$ cat config.mk
export PLATFORM = sky130hd
export DESIGN_NAME = serial_lane_write_buffer
export DESIGN_NICKNAME = d
export VERILOG_FILES = /design/src/rtl/serial_lane_write_buffer.sv
export SDC_FILE = /design/constraint.sdc
export NUM_CORES = 1
export LEC_CHECK = 0
export CAP_MARGIN = 25
export CORE_MARGIN = 3
export CORE_UTILIZATION = 35
export CTS_CLUSTER_SIZE = 25
export DETAILED_ROUTE_END_ITERATION = 10
export PLACE_DENSITY = 0.51
export REMOVE_ABC_BUFFERS = 1
export SETUP_SLACK_MARGIN = 0.5
export SYNTH_ARGS = -nofsm -noshare
export SYNTH_HDL_FRONTEND = slang
export SYNTH_SLANG_ARGS = --single-unit
$ cat constraint.sdc
create_clock -name sys_clk -period 1.84 [get_ports sys_clk]
set_input_delay 0.276 -clock sys_clk [delete_from_list [all_inputs] [get_ports sys_clk]]
set_output_delay 0.276 -clock sys_clk [all_outputs]
set_load 0.02 [all_outputs]
$ cat src/rtl/serial_lane_write_buffer.sv
// Shifts a parallel word onto LANES output lines, one beat per write_sig strobe.
// A one-word pending slot lets back-to-back words stream without an idle gap.
module serial_lane_write_buffer #(
    parameter int   BUF_SIZE   = 8,
    parameter int   LANES      = 1,
    parameter bit   MSB_FIRST  = 1'b1,
    parameter logic IDLE_LEVEL = 1'b1,
    localparam int  BEATS      = BUF_SIZE / LANES,
    localparam int  CNT_W      = $clog2(BEATS + 1)
) (
    input  logic                sys_clk,
    input  logic                rst,
    input  logic                start,
    input  logic [BUF_SIZE-1:0] data_in,
    input  logic [CNT_W-1:0]    write_count,
    input  logic                write_sig,
    input  logic                abort,
    output logic [LANES-1:0]    data_out,
    output logic                ready,
    output logic                busy,
    output logic                done_sig,
    output logic                word_done
);

    localparam logic [CNT_W-1:0] BEATS_C   = CNT_W'(BEATS);
    localparam logic [LANES-1:0] IDLE_BEAT = {LANES{IDLE_LEVEL}};

    typedef enum logic {IDLE, SHIFT} state_t;

    state_t              state;
    logic [BUF_SIZE-1:0] shift_reg;
    logic [CNT_W-1:0]    remaining;
    logic                pending_valid;
    logic [BUF_SIZE-1:0] pending_data;
    logic [CNT_W-1:0]    pending_count;
    logic                extra_done;

    logic                accept;
    logic                last_beat;
    logic                nxt_valid;
    logic [BUF_SIZE-1:0] nxt_data;
    logic [CNT_W-1:0]    nxt_count;

    function automatic logic [LANES-1:0] first_beat(input logic [BUF_SIZE-1:0] word);
        return MSB_FIRST ? word[BUF_SIZE-1 -: LANES] : word[LANES-1:0];
    endfunction

    function automatic logic [BUF_SIZE-1:0] shift_out(input logic [BUF_SIZE-1:0] word);
        return MSB_FIRST ? (word << LANES) : (word >> LANES);
    endfunction

    function automatic logic [CNT_W-1:0] clamp(input logic [CNT_W-1:0] count);
        return (count > BEATS_C) ? BEATS_C : count;
    endfunction

    assign accept    = start && !pending_valid;
    assign last_beat = write_sig && (remaining == CNT_W'(1));
    assign ready     = !pending_valid;
    assign done_sig  = (state == IDLE) && !pending_valid;

    // The word that follows the active one: the pending slot wins over a fresh start.
    always_comb begin
        nxt_valid = pending_valid || accept;
        nxt_data  = pending_valid ? pending_data : data_in;
        nxt_count = pending_valid ? pending_count : clamp(write_count);
    end

    // NOTE: all state is updated with non-blocking assignments so every branch below
    // reads the pre-edge values, regardless of statement order.
    always_ff @(posedge sys_clk or negedge rst) begin
        if (!rst) begin
            state         <= IDLE;
            shift_reg     <= '0;
            remaining     <= '0;
            pending_valid <= 1'b0;
            pending_data  <= '0;
            pending_count <= '0;
            extra_done    <= 1'b0;
            data_out      <= IDLE_BEAT;
            busy          <= 1'b0;
            word_done     <= 1'b0;
        end else begin
            word_done  <= extra_done;
            extra_done <= 1'b0;
            if (abort) begin
                state         <= IDLE;
                remaining     <= '0;
                pending_valid <= 1'b0;
                data_out      <= IDLE_BEAT;
                busy          <= 1'b0;
                word_done     <= 1'b0;
            end else begin
                case (state)
                    IDLE: begin
                        if (nxt_valid) begin
                            if (nxt_count != '0) begin
                                state     <= SHIFT;
                                busy      <= 1'b1;
                                data_out  <= first_beat(nxt_data);
                                shift_reg <= shift_out(nxt_data);
                                remaining <= nxt_count;
                            end else begin
                                word_done <= 1'b1;
                            end
                        end
                    end
                    SHIFT: begin
                        if (last_beat) begin
                            word_done     <= 1'b1;
                            pending_valid <= 1'b0;
                            if (nxt_valid && nxt_count != '0) begin
                                data_out  <= first_beat(nxt_data);
                                shift_reg <= shift_out(nxt_data);
                                remaining <= nxt_count;
                            end else begin
                                // A zero-length follow-on word still owes its own pulse.
                                extra_done <= nxt_valid;
                                state      <= IDLE;
                                busy       <= 1'b0;
                                data_out   <= IDLE_BEAT;
                                remaining  <= '0;
                            end
                        end else begin
                            if (write_sig) begin
                                data_out  <= first_beat(shift_reg);
                                shift_reg <= shift_out(shift_reg);
                                remaining <= remaining - CNT_W'(1);
                            end
                            if (accept) begin
                                pending_valid <= 1'b1;
                                pending_data  <= data_in;
                                pending_count <= clamp(write_count);
                            end
                        end
                    end
                    default: state <= IDLE;
                endcase
            end
        end
    end

endmodule

==> qor.csv <==
stage,metric,value,unit
clocking,htree depth,2,
clocking,Root Buffer,clkbuf_8,
route,via density per instance,5.28,
timing,maximum clock frequency,613,MHz
route,Total Wirelength,5030,µm
clocking,"CTS clk-pin slew, worst paths",0.06,ns
timing,"Hold Violations, Final",0,
clocking,worst skew pair latency,0.28,ns
synthesis,count of cell types in the netlist,50,
timing,Worst-Margin Slew,0.390,ns
route,wire length per cell,16.6,µm
floorplanning,num ports,22,
clocking,CTS tree,done,
floorplanning,Core Rows,25,
route,Pre-antenna DRT Iters,4,
route,drt first-iter violations,97,
pwr,Pleak,1.14,nW
cells_and_area,Area growth syn-to-layout,51.6,%
global_routing,vias in the first global route,1711,
route,final antenna-violating net count,0,
worst_setup_path,CP Capture Type,flip-flop,
place,# port buffers,21,
global_routing,initial antenna violation count,0,
global_routing,pin count of the biggest net entering global routing,30,
timing,Min Hold Slack,0.383,ns
timing,setup ws final,0.208,ns
cells_and_area,"most common cell after layout, fill and taps aside",buf_4,
min_path,worst hold-check path type,in -> async,
floorplanning,Core Region,4820,µm²
timing,min Tclk post-route,1.63,ns
timing,period utilization,88.7,%
synthesis,Synth Warn #,0,
pwr,Pwr per Cell Area,949,nW/µm²
worst_setup_path,CP Data Required Time,2.00,ns
clocking,total CTS buffers,5,
synthesis,asr flop ratio synth,100,%
timing,Worst slew margin,74.0,%
clocking,# clock sinks,29,
pwr,part of the power in registers,37.2,%
clocking,clock buffer depth,2,
synthesis,area of the mapped netlist,1770,µm²
synthesis,dominant synthesized flop cell,dfrtp_1,
clocking,CTS Hold Bufs,0,
timing,Slew Limit Fails,0,
pwr,worst vdd ir,449,µV
run_status,status,"finished, final reports clean",
synthesis,mean post-synth cell area,10.7,µm²
cells_and_area,Largest register FFs,8,
place,hpwl dp,3300,µm
cells_and_area,"commonest cells after routing, fill and taps aside","buf_4 (41), dfrtp_1 (25), nand2_1 (11), a21oi_1 (11), clkdlybuf4s50_1 (11)",
floorplanning,width of the die,77.2,µm
synthesis,number of synthesized flops with an enable pin,0,
cells_and_area,fraction of layout cells with a size suffix above 1,49.6,%
synthesis,post-synthesis sequential area ratio,41.0,%
floorplanning,Die ar.,5960,µm²
synthesis,Mapped Cells,165,
global_routing,Total Routing Usage GR,17.6,%
floorplanning,Die Y,77.2,µm
global_routing,first-pass GRT wire length,8360,µm
worst_setup_path,CP arrival,1.79,ns
place,worst slack at placement,-0.0923,ns
pwr,Comb pwr share,37.3,%
job,Max-Cap Viols,0,
cells_and_area,final net count,254,
floorplanning,Initial Utilization,36.8,%
worst_setup_path,critical path class,reg -> reg,
synthesis,post-synthesis sequential element count,29,
place,Routability Congestion,0.895,
route,Vias,1600,
global_routing,"Remaining Overflow, GRT",0,
timing,Clock Skew,0.00334,ns
pwr,Clock Power Share,25.6,%
route,drt drc,0,
pwr,Int Power,0.00174,W
worst_setup_path,startpoint types,flip-flop,
pwr,switching share of power,31.8,%
worst_setup_path,"reg-to-reg slack, setup",0.21,ns
cells_and_area,n_diodes,0,
timing,unrepaired setup endpoints after global routing,true,
worst_setup_path,CP max FO,4,
pwr,NetSw,0.000810,W
timing,number of setup violations in the final report,0,
## through the flow
step	setup TNS, ns	instances	power (W)	utilization (%)	instance area [µm²]
floorplan	0	157	0.00136	-	1710
finish	0	303	0.00255	55.8	2690
global placement	-0.474	272	0.00165	46.0	2210
detailed placement	-0.747	272	0.00166	46.0	2210
CTS	0	296	0.00250	53.6	2580
global route	0	303	0.00270	55.8	2690
## timing repair
item,CTS,global route
pin swaps,14,5
endpoints found under the hold margin,0,0
setup buffers,16,6
setup endpoints to repair,33,31
gates resized for setup,56,12
gates cloned,0,1
## cells in the mapped netlist (2+ instances only)
library cell,number,area (µm²)
a21oi_1,15,75.1
o21ai_0,6,30.0
o32a_2,6,67.6
nor4_1,2,12.5
a22oi_1,2,15.0
dfrtp_1,28,701
buf_6,3,33.8
ha_1,2,25.0
o22ai_1,2,12.5
o31ai_1,5,37.5
buf_4,4,30.0
o2bb2ai_1,2,17.5
mux2_2,5,56.3
nor3_1,4,20.0
nand2b_1,4,25.0
and3_1,6,37.5
nand2_1,12,45.0
nor2_1,7,26.3
inv_1,8,30.0
mux2i_1,9,90.1
mux2_4,4,60.1
## path summary, 6_finish.rpt
kind	to	startpoint	cells past startpoint
max in group asynchronous	data_out	rst	2
min in group sys_clk	pending_count[0]	write_count[0]	3
hold reg to reg	shift_reg[3]	shift_reg[3]	1
setup / recovery	remaining[2]	pending_count[3]	5
hold / removal	shift_reg[5]	rst	2
setup reg to reg	remaining[2]	pending_count[3]	5
## worst max-delay path: stages (launching register included)
cell and delay (ns):
dfrtp_2 0.43, o41ai_4 0.45, o21ai_4 0.13, buf_4 0.16
a211oi_4 0.22, o32ai_2 0.11
## routing by layer
layer	up-vias	share of wire (%)	global-route usage (%)
met5	-	0	0
met1	795	46	22.5
met4	0	1.6	6.58
met3	8	3.3	4.34
met2	35	49	28.7
li1	762	-	-
## cell families (layout without fill, tap and decap cells)
family / Yosys count / after routing / share of synthesized area, %
flops: 29 / 29 / 41.0
mux: 18 / 18 / 11.6
buf+inv: 17 / 88 / 5.72
simple gates: 47 / 47 / 16.8
fa+ha+maj: 2 / 2 / 1.41
compound gates: 52 / 52 / 23.4
## area by class of cell
| class | count | area, µm² |
|---|---|---|
| fill | 453 | 2130 |
| clock buffer | 6 | 72.6 |
| tap | 67 | 83.8 |
| inverter | 9 | 36.3 |
| multi-input combinational | 119 | 1100 |
| clock inverter | 2 | 35.0 |
| timing repair buffer | 71 | 631 |
| sequential | 29 | 731 |
## power by group through the flow
stage / clock network [W] / logic [W] / registers, W
6_report: 0.000652 / 0.000951 / 0.000948
5_1_grt: 0.000706 / 0.00102 / 0.000968
4_1_cts: 0.000680 / 0.000877 / 0.000941
3_5_place_dp: 0 / 0.000718 / 0.000946
3_3_place_gp: 0 / 0.000705 / 0.000940
2_1_floorplan: 0 / 0.000420 / 0.000937
No activity file was read; power rests on OpenSTA's default activity.
